--- src/rtl/pipe_skid_reg_if.sv ---
// Handshake bundle for pipe_skid_reg: upstream valid/ready/data, downstream valid/ready/data,
// squash control and occupancy status.
interface pipe_skid_reg_if #(
    parameter int WIDTH = 32
) ();
    logic             flush;
    logic             in_valid;
    logic             in_ready;
    logic [WIDTH-1:0] in_data;
    logic             out_valid;
    logic             out_ready;
    logic [WIDTH-1:0] out_data;
    logic [1:0]       occupancy;

    modport master (
        output flush, in_valid, in_data, out_ready,
        input  in_ready, out_valid, out_data, occupancy
    );

    modport slave (
        input  flush, in_valid, in_data, out_ready,
        output in_ready, out_valid, out_data, occupancy
    );
endinterface

--- src/rtl/pipe_skid_reg.sv ---
// Elastic pipeline-stage register with a one-entry skid buffer. All outputs come straight from
// registers, so upstream ready never depends combinationally on downstream ready.
module pipe_skid_reg #(
    parameter int WIDTH = 32
) (
    input logic          clk,
    input logic          rst,
    pipe_skid_reg_if.slave bus
);

    // Encoding is {skid_v, main_v}, so each valid flag is a bit of the state register.
    typedef enum logic [1:0] {
        EMPTY = 2'b00,
        ONE   = 2'b01,
        FULL  = 2'b11
    } state_t;

    state_t           state;
    logic [WIDTH-1:0] main_q;
    logic [WIDTH-1:0] skid_q;
    logic             main_v;
    logic             skid_v;
    logic             in_fire;
    logic             out_fire;

    assign main_v   = state[0];
    assign skid_v   = state[1];
    assign in_fire  = bus.in_valid & ~skid_v;
    assign out_fire = main_v & bus.out_ready;

    assign bus.out_valid = main_v;
    assign bus.out_data  = main_q;
    assign bus.in_ready  = ~skid_v;
    assign bus.occupancy = {1'b0, main_v} + {1'b0, skid_v};

    always_ff @(posedge clk) begin
        if (rst) begin
            state  <= EMPTY;
            main_q <= '0;
            skid_q <= '0;
        end else if (bus.flush) begin
            // Squash drops the valid flags only; stale data stays in the registers.
            state <= EMPTY;
        end else begin
            case (state)
                EMPTY: begin
                    if (in_fire) begin
                        state  <= ONE;
                        main_q <= bus.in_data;
                    end
                end
                ONE: begin
                    if (in_fire && out_fire) begin
                        main_q <= bus.in_data;
                    end else if (in_fire) begin
                        state  <= FULL;
                        skid_q <= bus.in_data;
                    end else if (out_fire) begin
                        state <= EMPTY;
                    end
                end
                FULL: begin
                    if (out_fire) begin
                        state  <= ONE;
                        main_q <= skid_q;
                    end
                end
                default: state <= EMPTY;
            endcase
        end
    end

endmodule

--- src/flat_wrapper.sv ---
// flat-port wrapper written by rule: the top's interface ports become plain ports
module pipe_skid_reg_flat 
#(
    parameter int WIDTH = 32
)
  (clk, rst, bus_flush, bus_in_valid, bus_in_data, bus_out_ready, bus_in_ready, bus_out_valid, bus_out_data, bus_occupancy);
  pipe_skid_reg_if #(.WIDTH(WIDTH)) bus_i ();
  input logic clk;
  input logic rst;
  input wire logic [$bits(bus_i.flush)-1:0] bus_flush;
  input wire logic [$bits(bus_i.in_valid)-1:0] bus_in_valid;
  input wire logic [$bits(bus_i.in_data)-1:0] bus_in_data;
  input wire logic [$bits(bus_i.out_ready)-1:0] bus_out_ready;
  output wire logic [$bits(bus_i.in_ready)-1:0] bus_in_ready;
  output wire logic [$bits(bus_i.out_valid)-1:0] bus_out_valid;
  output wire logic [$bits(bus_i.out_data)-1:0] bus_out_data;
  output wire logic [$bits(bus_i.occupancy)-1:0] bus_occupancy;
  assign bus_i.flush = bus_flush;
  assign bus_i.in_valid = bus_in_valid;
  assign bus_i.in_data = bus_in_data;
  assign bus_i.out_ready = bus_out_ready;
  assign bus_in_ready = bus_i.in_ready;
  assign bus_out_valid = bus_i.out_valid;
  assign bus_out_data = bus_i.out_data;
  assign bus_occupancy = bus_i.occupancy;
  pipe_skid_reg #(.WIDTH(WIDTH)) u_core (.clk(clk), .rst(rst), .bus(bus_i));
endmodule
--- config.mk ---
export PLATFORM = sky130hd
export DESIGN_NAME = pipe_skid_reg_flat
export DESIGN_NICKNAME = d
export VERILOG_FILES = /design/src/rtl/pipe_skid_reg_if.sv /design/src/rtl/pipe_skid_reg.sv /design/src/flat_wrapper.sv
export SDC_FILE = /design/constraint.sdc
export NUM_CORES = 1
export LEC_CHECK = 0
export ABC_CLOCK_PERIOD_IN_PS = 2000
export CAP_MARGIN = 20
export CORE_AREA = 2 2 80 82
export CTS_CLUSTER_SIZE = 25
export DETAILED_ROUTE_END_ITERATION = 16
export DIE_AREA = 0 0 82 84
export HOLD_SLACK_MARGIN = 0.12
export PLACE_DENSITY = 0.78
export SLEW_MARGIN = 15
export SYNTH_ARGS = -nofsm -noshare
export SYNTH_HDL_FRONTEND = slang
export SYNTH_SLANG_ARGS = --single-unit
--- constraint.sdc ---
create_clock -name clk -period 2 [get_ports clk]
set_clock_uncertainty 0.1 [all_clocks]
set_input_delay 0.2 -clock clk [delete_from_list [all_inputs] [get_ports clk]]
set_output_delay 0.2 -clock clk [all_outputs]
set_load 0.005 [all_outputs]
[Word level (Yosys, flattened, before mapping)]
Cells that the tools add are included.
Word-level totals
  register bits: 66
  output and inout port bits: 36
  bits of input ports: 37
  logic and storage cells: 33
Operators by class
  mux-type cells: 10
  reduce and logical (&&, ||, !) cells: 7
  equal/unequal tests: 7
  $add $sub $neg: 1
  bitwise logic cells: 5
Operators with widths (number)
  two-way mux 32 bit: 3
  case mux 32 bit (3 select lines): 1
  two-way mux 2 bit: 5
  AND reduction 4 bit: 2
  != test 2 x 1 -> 1 bit, second input constant: 3
  case mux 2 bit (3 select lines): 1
  AND reduction 5 bit: 1
  != test 3 x 1 -> 1 bit, second input constant: 1
  inverter 1 bit: 3
  nonzero test 3 bit: 1
  adder 1 x 1 -> 2 bit: 1
  bitwise AND 1 bit: 2
  == test 2 x 1 -> 1 bit, second input constant: 1
  == test 2 bit, second input constant: 1
  zero test 2 bit: 1
  != test 2 bit, second input constant: 1
  OR reduction 2 bit: 1
  logical AND 1 bit: 1

[Depth between registers and ports, before layout]
Gate-level depths: netlist of run 1.
  depth in word-level cells: 5
  mapped depth: 8
  gate-level depth less buffers: 6

[Worst setup path before layout of run 1]
No wires, ideal clock.
  kind: register -> register
  start: reg u_core.state[0]
  end: reg u_core.main_q[18], in the netlist u_core.bus.out_data[18]
  clock period less this slack: 1.914 ns
  setup slack: 0.086 ns
  setup time: 0.134 ns
  data arrival time: 1.680 ns
  path buffers: 2
  stages on the path, launching flop included: 9
  required time: 1.766 ns
  path through: dfxtp_1 -> inv_1 -> ha_1 -> or2_1 -> a221oi_4 -> and2_1 -> buf_4 -> buf_6 -> a211oi_1
On the way
  cells in the longest elaborated chain, start to end: 4
  elaborated cells on any way between the ends: 11
  those cells by class: eq/ne: 5; mux: 1; bitwise: 1; reduce/logical: 4
Ends and longest elaborated chain
  from (decl): line pipe_skid_reg.sv:18  | state_t state;
  from (signal assigned): line pipe_skid_reg.sv:38  | state <= EMPTY;
  from (signal assigned): line pipe_skid_reg.sv:43  | state <= EMPTY;
  from (signal assigned): line pipe_skid_reg.sv:48  | state <= ONE;
  bitwise AND 1 bit: line pipe_skid_reg.sv:29  | assign out_fire = main_v & bus.out_ready;
  logical AND 1 bit: line pipe_skid_reg.sv:53  | if (in_fire && out_fire) begin
  != test 2 x 1 -> 1 bit (no source line)
  AND reduction 5 bit (no source line)
  to (signal assigned): line pipe_skid_reg.sv:49  | main_q <= bus.in_data;
  to (signal assigned): line pipe_skid_reg.sv:54  | main_q <= bus.in_data;
  to (signal assigned): line pipe_skid_reg.sv:65  | main_q <= skid_q;
  to (decl): line pipe_skid_reg.sv:19  | logic [WIDTH-1:0] main_q;
Several ways; a longest one is shown, not always the timed one.
A chain may end at the register's enable or synchronous reset.

[Worst setup path in the final report of run 1]
  start: reg u_core.state[0]
  end: reg u_core.main_q[25], in the netlist u_core.bus.out_data[25]
Same word-level chain as after synthesis.

==> run summary, run 1 <==
The accumulated negative setup slack came out at 0 ps. The average wire length per cell after detail routing came out at 14.5 microns. The total area inside the core boundary comes to 6100 sq um. The total inserted antenna cells was 0.

Actual slew at the worst max-slew pin: 562 ps. In the final design database the tool counted 431 nets. From left edge to right edge, the die measures 82 microns.

Static timing analysis puts the maximum clock frequency at 522 MHz. In this run the worst path has a maximum fanout of 10. Entering global routing, the biggest net connects 38 pins.

After detailed routing, the number of remaining DRC violations is 0. For the worst setup path, the data arrival time is 2070 ps. The number of nets handed over by synthesis was 355.

By area the synthesized netlist is led by dfxtp_1, mux2i_1, a21oi_1. For the maximum resistive drop on vdd, the log shows 441 uV. The layout-stage area growth over the synthesis result was 41.3%.

The tools report the count of nets left with antenna violations after detail routing as 0. Summed over all cells, the static leakage comes to 0.00134 uW. The initial utilization of the core area, before any placement, comes to 46.5%. The first global-routing pass estimated 10900 microns of wire. At the worst endpoint, the required time is 2150 ps. The total of warnings raised by yosys was 0; the share of layout cells above drive strength 1 was 12.2%.

The run gives 0 as the count of hold buffers inserted by post-cts repair. CTS saw 66 sinks. The switching share of total power came out at 22.5%. The logs give 73 for the number of ports placed on the die boundary and 2630 uW for the internal power of the cells.

Yosys mapped the design onto 23 distinct sky130hd cell types. Type of the worst min-delay path: in -> reg. The post-synthesis average cell area is 9.06 sq um, and the placed cell area is 3670 sq um.

The flow ran to the end, and the final reports show no timing, DRC or antenna violations. CTS placed an instance of clkbuf_8 at the clock tree root. The clock input transition at the sequential cells of the worst setup and hold paths works out to 80 ps. The starting DRC count in detailed routing came out at 107.

The minimum period implied by the final worst setup slack is 1920 ps, and the number of I/O port buffers is 72. The run gives 0 as the count of final hold-check violations. The number of vias per cell after detailed routing was 5.26. The max-slew violation count was 0. In this run the cell area of the synthesized design comes to 2840 sq um.

Synthesis inferred 66 register bits. The share of total power dissipated in combinational logic is 14.9%. The areal power density over the cells was 847 nW/um^2. Largest area contributor in the netlist: dfxtp_1.

The analysis attributes to net switching a power of 763 uW. Leaving out fill and tap cells, the most frequent cells in the layout are clkdlybuf4s50_1, nand2_1, a21oi_1. The sum of overflow across all layers after global routing was 0. STA classifies the critical path endpoint as a flip-flop.

The fraction of post-synthesis cell area in the top cell type by area was 46.6%. Last weighted congestion value of the routability-driven placer: 0.807. Leading cell type in the layout, fill and taps excluded: clkdlybuf4s50_1. In this run the core area contains 29 standard-cell rows. Setup violations remaining at the end of the flow were counted as 0.

After legalization and detailed placement, the total HPWL measured 4540 microns. The cell count after synthesis came out at 313. The longest clock path from root to sink contains 2 buffers. The run gives 2332 as the number of global-route vias before repair. The final instance count without filler cells is 471.

TritonCTS built the clock tree. Across the run, the number of max-cap violations was 0. The classification of the worst setup path is reg -> reg. For the number of antenna violations at the first check in global routing, the log shows 0. Across every metal layer, demand over resource in global routing totals 20.4%. The TritonCTS buffer count was 9. The worst pin sits at a relative slew slack of 62.5%. Cells fill 65.7% of the core in the end. The fill cell total of the finished layout is 500.

Total wire length: 6840 microns. Clock latency on the worst-skew pair, taken at its later pin, is 330 ps. The number of detailed-route iterations in the first pass was 4; the part of the power in registers was 42.1%.

The die span in y works out to 84 microns. The worst setup path is launched from a flip-flop. Hold timing on the final database bottoms out at a slack of 266 ps. The final worst-path cycle share was 95.8%; the proportion of power drawn by the clock network was 43.0%. Summing the sequential cell areas from Yosys gives 46.6% of the chip area.

Counting tap cells, the placed design contains a total of 452 instances. The finished cells cover 4010 sq um. The logs give 2479 for the via total after detailed routing and 3 for the H-tree depth.

Setup repair after global routing could not meet its margin everywhere. The floorplan step defined a die boundary enclosing 6890 sq um.
## Yosys cell counts
library cell,n
a221oi_4,1
o21ai_1,1
a21oi_1,66
inv_1,2
buf_2,7
nor3b_2,1
nand3b_1,1
or2_1,1
or4_1,1
nand2_1,68
clkbuf_1,14
ha_1,5
nor2_1,1
mux2i_1,34
xnor2_1,1
or3b_1,1
dfxtp_1,66
a211oi_1,32
buf_6,6
and2_1,1
a22o_1,1
nand2b_4,1
buf_4,1
## registers in the layout, summed over array words and instances, names as in the netlist
name                 flops
u_core.bus.out_data     32
u_core.skid_q           32
u_core.state             2
## critical path, stage by stage (launching register included)
cell and delay (ps):
dfxtp_2 340, inv_1 80, ha_1 190, or2_1 230
a221oi_4 320, buf_6 160, clkbuf_16 140, a21oi_1 60
a211oi_1 210
## power groups by stage
| stage | combinational (uW) | clock [uW] | sequential (uW) |
|---|---|---|---|
| global placement | 470 | 0 | 1460 |
| floorplan | 221 | 0 | 1460 |
| finish | 504 | 1460 | 1430 |
| detailed placement | 480 | 0 | 1460 |
| global route | 552 | 1530 | 1440 |
| CTS | 482 | 1480 | 1430 |
## routing by layer
layer  wire length, microns  global-route usage, %  vias to the layer above
li1                       -                      -                     1250
met3                    378                   4.87                        7
met1                   3070                   26.4                     1156
met5                      0                      0                        -
met2                   3330                   33.2                       66
met4                     64                   6.36                        0
## per-stage QoR
step | total power, uW | worst slack, ps
finish | 3390 | 84.5
global route | 3520 | -12.0
CTS | 3400 | 6.48
detailed placement | 1940 | 33.7
global placement | 1930 | 87.0
floorplan | 1680 | 86.2
## logic make-up after synthesis
| group | count (synthesis) | share of synthesized area (%) |
|---|---|---|
| fa+ha+maj | 5 | 2.21 |
| flops | 66 | 46.6 |
| buf+inv | 30 | 6.00 |
| xor+xnor | 1 | 0.309 |
| simple gates | 76 | 11.3 |
| compound gates | 101 | 21.5 |
| mux | 34 | 12.0 |
## cell type report
| cell class | instances | area (sq um) | share of cell area (%) |
|---|---|---|---|
| inverter | 2 | 7.51 | 0.187 |
| clock inverter | 7 | 141 | 3.53 |
| tap | 77 | 96.3 | 2.41 |
| sequential | 66 | 1320 | 33.1 |
| clock buffer | 9 | 124 | 3.09 |
| timing repair buffer | 93 | 943 | 23.6 |
| multi-input combinational | 217 | 1370 | 34.2 |
## worst paths after layout
| path | start | end | slack [ps] | cells after the start |
|---|---|---|---|---|
| worst max-delay path | u_core.state[0]$_SDFFE_PP0P_ | u_core.bus.out_data[25]$_SDFFE_PP0P_ | 80 | 8 |
| worst max register to register | u_core.state[0]$_SDFFE_PP0P_ | u_core.bus.out_data[25]$_SDFFE_PP0P_ | 80 | 8 |
| worst min register to register | u_core.skid_q[19]$_SDFFE_PP0P_ | u_core.skid_q[19]$_SDFFE_PP0P_ | 350 | 2 |
| worst min-delay path | rst | u_core.skid_q[14]$_SDFFE_PP0P_ | 270 | 2 |
## repair_timing
action                                  CTS  global route
resized for setup                         1             8
endpoints found under the setup margin    1            27
gates cloned                              0             1
setup buffers                             0             2
pin swaps                                 0             4
No activity file was read; power rests on OpenSTA's default activity.
==> run 2, diff against run 1 <==
--- a/config.mk
+++ b/config.mk
@@ -7,12 +7,14 @@
 export LEC_CHECK = 0
 export ABC_CLOCK_PERIOD_IN_PS = 2000
 export CAP_MARGIN = 20
-export CORE_AREA = 2 2 80 82
+export CELL_PAD_IN_SITES_DETAIL_PLACEMENT = 1
+export CELL_PAD_IN_SITES_GLOBAL_PLACEMENT = 2
+export CORE_AREA = 2 2 102 104
 export CTS_CLUSTER_SIZE = 25
 export DETAILED_ROUTE_END_ITERATION = 16
-export DIE_AREA = 0 0 82 84
+export DIE_AREA = 0 0 104 106
 export HOLD_SLACK_MARGIN = 0.12
-export PLACE_DENSITY = 0.78
+export PLACE_DENSITY = 0.86
 export SLEW_MARGIN = 15
 export SYNTH_ARGS = -nofsm -noshare
 export SYNTH_HDL_FRONTEND = slang
==> run 2 against run 1 <==
Design area fell by 0.22%. Maximum frequency rose by 1.3%. Hold slack worse by 11 ps. Total power is 11% lower. Sequential share of layout area is 0.14 points higher. Cell count up 12%. First-iteration DRC count down 58%. Non-clock buffer count decreased by 4. Via count up 2.7%. Critical path depth is 5 lower. Sequential cell count unchanged. Register-to-register slack improved by 40 ps. Critical endpoint is now bus_occupancy[0]. Largest cell class unchanged. Largest power group is now registers.
==> run summary, run 2 (same netlist as run 1, synthesis figures left out) <==
The number of detailed-route iterations in the first pass was 4 (unchanged); the number of buffers and inverters on the critical path was 2 (-1). The maximum resistive drop on vdd came out at 389 uV (-12%). The logs give 28.4% (-18 points) for the starting density of the core and 0 (unchanged) for the count of max-cap constraint violations. For the number of placement rows, the log shows 37 (+28%).

The run finished with clean final reports. The all-layer global routing usage was 15.1% (-5.3 points); the average wire length per cell after detail routing was 15.7 microns (+8.0%). STA classifies the critical path startpoint as a flip-flop. The number of global-route vias before repair was 2625 (+13%). The root cell of the clock tree was clkbuf_8. Layout-stage area growth over the synthesis result: 41.0%. The largest driver fanout on the critical path was 7 (-3); the hold slack was 255 ps (-10.7 ps). The die span in y was 106 microns (+26%); the via total after detailed routing was 2546 (+2.7%). For the maximum number of pins on one net before global-route repair, the log shows 39 (+2.6%).

The max-slew violation count was 0 (unchanged). Type of the worst min-delay path: in -> reg. The sum of overflow across all layers after global routing is 0 (unchanged). The part of the total power dissipated in combinational logic came out at 17.2% (+2.3 points). The setup path with the least slack is of type reg -> out.

The logs give 5430 microns (+20%) for the post-DP HPWL and 529 MHz (+1.3%) for the achievable frequency. Accumulated negative setup slack: 0 ps (unchanged). The longest individual stage delay on the worst path works out to 500 ps (+160 ps).

The areal power density over the cells was 755 nW/um^2 (-11%). In the layout the commonest cells are clkdlybuf4s50_1, nand2_1, a21oi_1. Number of I/O port buffers: 72 (unchanged).

The clock input transition at the sequential cells of the worst setup and hold paths was 70 ps (about the same). The fill cell total of the finished layout was 1177 (+140%); the post-route core utilization was 40.0% (-26 points). The tools report the switching power as 770 uW (+0.93%). The die area was 11000 sq um (+60%); the data arrival time at the worst-slack endpoint was 1590 ps (-480 ps). The run gives 0 (unchanged) as the number of antenna violations at the first check in global routing.

The leakage power of the design was 0.00130 uW (-3.0%). The number of vias per cell after detailed routing came out at 4.84 (-8.0%). The run gives 66 (unchanged) as the total clock sinks. The maximum buffer depth of the clock tree is 2 (unchanged). The count of final hold-check violations was 0 (unchanged). TritonCTS built the clock tree. The logs give 3 (unchanged) for the H-tree depth and 13400 microns (+22%) for the wire length of the first global-routing pass. The logs give 8250 microns (+21%) for the total wire length and 0.741 (-8.1%) for the last weighted congestion value of the routability-driven placer. Minimum period implied by the final worst setup slack: 1890 ps (-23.6 ps). The final number of setup-violating endpoints came out at 0 (unchanged). The tools report the internal power of the cells as 2250 uW (-15%).

The tools report the total inserted antenna cells as 0 (unchanged). The worst-path cell with the longest stage delay was clkdlybuf4s50_1. The TritonCTS buffer count was 9 (unchanged); the data required time at the worst endpoint was 1700 ps (-450 ps).

Starting DRC count in detailed routing: 45 (-58%). For the number of ports placed on the die boundary, the log shows 73 (unchanged). The count of nets left with antenna violations after detail routing is 0 (unchanged).

The switching share of total power works out to 25.5% (+3.0 points). The part of the power in registers was 47.5% (+5.4 points); the actual slew at the worst max-slew pin was 555 ps (-7.30 ps). The floorplan die width was 104 microns (+27%); the total DRC errors in the routed layout was 0 (unchanged). The final worst-path cycle share is 94.6% (-1.2 points).

Gate family responsible for the most delay along the worst path: buffers and inverters. The final-stage net count is 427 (-0.93%). The run gives 10000 sq um (+64%) as the floorplan core area.

The leading cell type in the layout, fill and taps excluded is clkdlybuf4s50_1. The logs give 35.3% (-7.7 points) for the proportion of power drawn by the clock network and 340 ps (about the same) for the clock network latency to the later pin of the worst-skew pair. The run gives 63.0% (+0.49 points) as the tightest slew margin relative to the limit. The kind of end point of the critical path is an output pin.

Walking the worst path, the cells encountered are inv_1 -> ha_1 -> clkdlybuf4s50_1. The share of layout cells above drive strength 1 came out at 11.0% (-1.2 points).
## run 2: metal layers
layer	GRT usage, %	part of all wire, %	wire (microns)
met5	0	0	0
met3	4.48	4.3	355
met4	2.90	0.36	30
met2	27.4	52	4300
met1	17.8	43	3570
## run 2: worst reg2reg max path, delay by kind of cell, from the launching register on
family                     cells  cell delay [ps]
and+or+nand+nor                1              230
buffers and inverters          3              400
adders and majority gates      1              190
DFF                            1              340
AOI/OAI and AO/OA              3              540
## run 2: path summary, 6_finish.rpt
path | startpoint | to | depth (start not counted) | slack [ps]
hold / removal | rst | u_core.skid_q[6]$_SDFFE_PP0P_ | 2 | 250
setup reg to reg | u_core.state[0]$_SDFFE_PP0P_ | u_core.bus.out_data[28]$_SDFFE_PP0P_ | 8 | 120
hold reg to reg | u_core.skid_q[5]$_SDFFE_PP0P_ | u_core.skid_q[5]$_SDFFE_PP0P_ | 2 | 360
setup / recovery | u_core.state[1]$_SDFFE_PP0P_ | bus_occupancy[0] | 3 | 110
## run 2: cell type report
cell class	count	area, sq um	area share [%]
Clock inverter	6	57.6	1.44
Tap cell	136	170	4.26
Clock buffer	10	128	3.19
Inverter	2	7.51	0.188
Multi-Input combinational cell	217	1370	34.3
Sequential cell	66	1330	33.2
Timing Repair Buffer	89	936	23.4
## run 2: power groups by stage
stage          registers, uW  logic, uW  clock network, uW
6_report                1430        520               1060
5_1_grt                 1440        568               1150
4_1_cts                 1430        504               1100
3_5_place_dp            1460        500                  0
3_3_place_gp            1460        484                  0
2_1_floorplan           1460        221                  0
## run 2: metrics by stage
| step | instance area (sq um) | power [uW] | setup slack [ps] | std cells |
|---|---|---|---|---|
| after floorplan | 2840 | 1680 | 86.2 | 313 |
| after global placement | 3740 | 1940 | 60.0 | 507 |
| after detailed placement | 3740 | 1960 | -27.7 | 507 |
| after CTS | 3930 | 3040 | 8.33 | 523 |
| after global routing | 4000 | 3160 | -16.5 | 526 |
| final | 4000 | 3020 | 108 | 526 |
## run 2: repair_timing
item                       CTS  global route
pin swaps                    0             0
cloned                       0             1
gates resized for setup      1             8
setup endpoints to repair    2            23
setup buffers                0             2
hold buffers                 0             0
==> run 3, diff against run 2 <==
--- a/config.mk
+++ b/config.mk
@@ -9,12 +9,14 @@
 export CAP_MARGIN = 20
 export CELL_PAD_IN_SITES_DETAIL_PLACEMENT = 1
 export CELL_PAD_IN_SITES_GLOBAL_PLACEMENT = 2
-export CORE_AREA = 2 2 102 104
+export CORE_AREA = 2 2 65 129
 export CTS_CLUSTER_SIZE = 25
 export DETAILED_ROUTE_END_ITERATION = 16
-export DIE_AREA = 0 0 104 106
+export DIE_AREA = 0 0 67 131
+export DONT_BUFFER_PORTS = 1
 export HOLD_SLACK_MARGIN = 0.12
-export PLACE_DENSITY = 0.86
+export PLACE_DENSITY = 0.84
+export REMOVE_ABC_BUFFERS = 1
 export SLEW_MARGIN = 15
 export SYNTH_ARGS = -nofsm -noshare
 export SYNTH_HDL_FRONTEND = slang
==> run 3 against run 2 <==
Non-clock buffer count shrank 39. Combinational power decreased by 26%. Die area shrank 20%. Utilization is 7.3 points higher. Global-route usage increased by 4.1 points. Maximum frequency down 2.6%. Design area down 7.5%.
==> run summary, run 3 (same netlist as run 1, synthesis figures left out) <==
For the leakage power of the design, the log shows 0.00123 uW (-5.8%). The final instance count without filler cells was 447 (-15%). The run gives 60 ps (-60 ps) as the slack of the worst reg-to-reg path. Starting density of the core: 36.2% (+7.9 points). The run gives 0 (unchanged) as the total DRC errors in the routed layout. The tightest slew margin relative to the limit is 71.3% (+8.3 points).

The tools report the total wire length as 8380 microns (+1.6%). Data arrival time at the worst-slack endpoint: 2050 ps (+460 ps). The run gives 2630 (+0.19%) as the number of global-route vias before repair. The number of I/O port buffers was 0 (-100%); the max-slew violation count was 0 (unchanged). The maximum resistive drop on vdd was 730 uV (+88%); the number of vias per cell after detailed routing was 5.47 (+13%). The die span in y came out at 131 microns (+24%).

The clock network latency to the later pin of the worst-skew pair was 330 ps (about the same); the achievable frequency was 515 MHz (-2.6%). Largest driver fanout on the critical path: 16 (+9). Final-stage net count: 388 (-9.1%). The switching power came out at 847 uW (+10%).

The data required time at the worst endpoint came out at 2110 ps (+410 ps). Kind of end point of the critical path: a flip-flop. The count of cells along the worst register-to-register path works out to 8 (unchanged). Switching share of total power: 24.2% (-1.4 points). The floorplan die width was 67 microns (-36%); the number of buffers and inverters on the critical path was 3 (+1).

The minimum period implied by the final worst setup slack was 1940 ps (+51.3 ps); the floorplan core area was 7830 sq um (-22%). For the maximum number of pins on one net before global-route repair, the log shows 67 (+72%). In this run the critical register-to-register path is captured at u_core.bus.out_data[8]$_SDFFE_PP0P_. The areal power density over the cells came out at 948 nW/um^2 (+26%). The TritonCTS buffer count was 9 (unchanged).

The average wire length per cell after detail routing works out to 18.8 microns (+20%). The number of cells on the critical path was 8 (+5). Count of nets left with antenna violations after detail routing: 0 (unchanged). The longest individual stage delay on the worst path is 340 ps (-160 ps). The number of antenna violations at the first check in global routing is 0 (unchanged). Walking the worst path, the cells encountered are inv_1 -> ha_1 -> or2_4 -> a221oi_4 -> buf_6 -> and2_4 -> clkbuf_16 -> a211oi_1. The sum of overflow across all layers after global routing was 0 (unchanged); the all-layer global routing usage was 19.3% (+4.1 points). The count of final hold-check violations came out at 0 (unchanged). For the accumulated negative setup slack, the log shows 0 ps (unchanged). Wire length of the first global-routing pass: 12700 microns (-5.3%). Root cell of the clock tree: clkbuf_16. The tools report the placed cell area as 2930 sq um (-22%). The top cell types in the final layout, fill and taps aside, are nand2_1, a21oi_1, dfxtp_1. The tools report the via total after detailed routing as 2443 (-4.0%). The number of detailed-route iterations in the first pass came out at 4 (unchanged). The starting DRC count in detailed routing is 91 (+100%), and the share of layout cells above drive strength 1 is 12.8% (+1.8 points). For hold timing, the worst endpoint is u_core.skid_q[2]$_SDFFE_PP0P_. Multi-input logic area: 1380 sq um (+0.36%). The slowest stage of the critical path is the dfxtp_2 cell. Leaving out fill and tap cells, the most frequent cell in the layout is nand2_1. The logs give 3 (unchanged) for the H-tree depth and 47.8% (+13 points) for the proportion of power drawn by the clock network. The path class of the tightest hold or removal check is in -> reg. The tools report the internal power of the cells as 2660 uW (+18%). The final number of setup-violating endpoints was 0 (unchanged). Relative to the synthesized area, the layout overhead comes to 30.5%. The part of the power in registers is 41.2% (-6.3 points). The number of ports placed on the die boundary is 73 (unchanged). On the critical path the largest part of the delay comes from buffers and inverters. The area taken by flip-flops and latches was 1320 sq um (-0.19%). The total clock sinks is 66 (unchanged). The worst hold path begins at rst. The die area was 8780 sq um (-20%). The logs give 3700 sq um (-7.5%) for the final cell area excluding filler cells and 895 (-24%) for the fill cell total of the finished layout.

TritonCTS built the clock tree. The actual slew at the worst max-slew pin was 431 ps (-124 ps). The count of max-cap constraint violations came out at 0 (unchanged).

The clock input transition at the sequential cells of the worst setup and hold paths was 60 ps (about the same). STA classifies the critical path startpoint as a flip-flop. The logs give 11.0% (-6.2 points) for the part of the total power dissipated in combinational logic and 4860 microns (-11%) for the post-DP HPWL. The start of the worst register-to-register path is u_core.state[0]$_SDFFE_PP0P_. The last weighted congestion value of the routability-driven placer came out at 0.786 (+6.0%). The flow ran to the end, and the final reports show no timing, DRC or antenna violations.

The final worst-path cycle share was 97.2% (+2.6 points); the worst hold path depth was 2 (unchanged). The number of placement rows is 46 (+24%), and the placed instance count is 392 (-23%). The critical path is of the reg -> reg type. The setup slack at placement is 25.3 ps (+53.1 ps), and the total inserted antenna cells is 0 (unchanged). The maximum buffer depth of the clock tree is 2 (unchanged). The final critical-path setup slack is 56.9 ps (-51.3 ps).
-- run 3: cell count changes in the layout (fill, tap and decap cells not counted), moves of 3 or more --
cell | before | now
buf_12 | 6 | 3
buf_4 | 10 | 7
buf_6 | 0 | 5
clkbuf_16 | 1 | 10
clkbuf_8 | 9 | 0
clkdlybuf4s50_1 | 71 | 0
dlygate4sd3_1 | 0 | 33
-- run 3: stage by stage --
stage,power (uW),util [%],hold WS (ps)
5_1_grt,3640,47.3,146
6_report,3500,47.3,119
3_3_place_gp,1710,37.4,174
4_1_cts,3500,46.0,127
3_5_place_dp,1730,37.4,177
2_1_floorplan,1630,-,169
-- run 3: metal layers --
metal / GRT usage, % / share of wire [%]
met1: 19.2 / 38
met2: 36.6 / 54
met3: 5.31 / 6.1
met4: 6.84 / 1.5
met5: 0 / 0
-- run 3: area by class of cell --
| type | count | area share, % |
|---|---|---|
| inverter | 2 | 0.203 |
| sequential | 66 | 35.8 |
| clock inverter | 7 | 2.54 |
| multi-input combinational | 217 | 37.2 |
| timing repair buffer | 50 | 14.9 |
| tap | 96 | 3.25 |
| clock buffer | 9 | 6.09 |
-- run 3: worst max-delay path by stage --
stage	endpoint	slack, ps	start
final	u_core.bus.out_data[8]$_SDFFE_PP0P_	60	u_core.state[0]$_SDFFE_PP0P_
after global routing	u_core.bus.out_data[8]$_SDFFE_PP0P_	-20	u_core.state[0]$_SDFFE_PP0P_
after CTS	u_core.bus.out_data[10]$_SDFFE_PP0P_	5	u_core.state[0]$_SDFFE_PP0P_
after detailed placement	u_core.bus.out_data[10]$_SDFFE_PP0P_	30	u_core.state[0]$_SDFFE_PP0P_
after global placement	u_core.bus.out_data[12]$_SDFFE_PP0P_	170	u_core.state[0]$_SDFFE_PP0P_
after floorplan	u_core.bus.out_data[0]$_SDFFE_PP0P_	-1220	u_core.state[0]$_SDFFE_PP0P_
-- run 3: power groups by stage --
stage                     registers [uW]  clock network (uW)  logic (uW)
after global routing                1460                1760         425
after floorplan                     1460                   0         175
final                               1450                1670         385
after CTS                           1450                1700         349
after global placement              1470                   0         239
after detailed placement            1470                   0         259
-- run 3: timing repair --
item,4_1_cts,5_1_grt
endpoints found under the setup margin,0,29
setup buffers,0,1
hold endpoints to repair,66,0
hold buffers,34,0
resized for setup,0,17
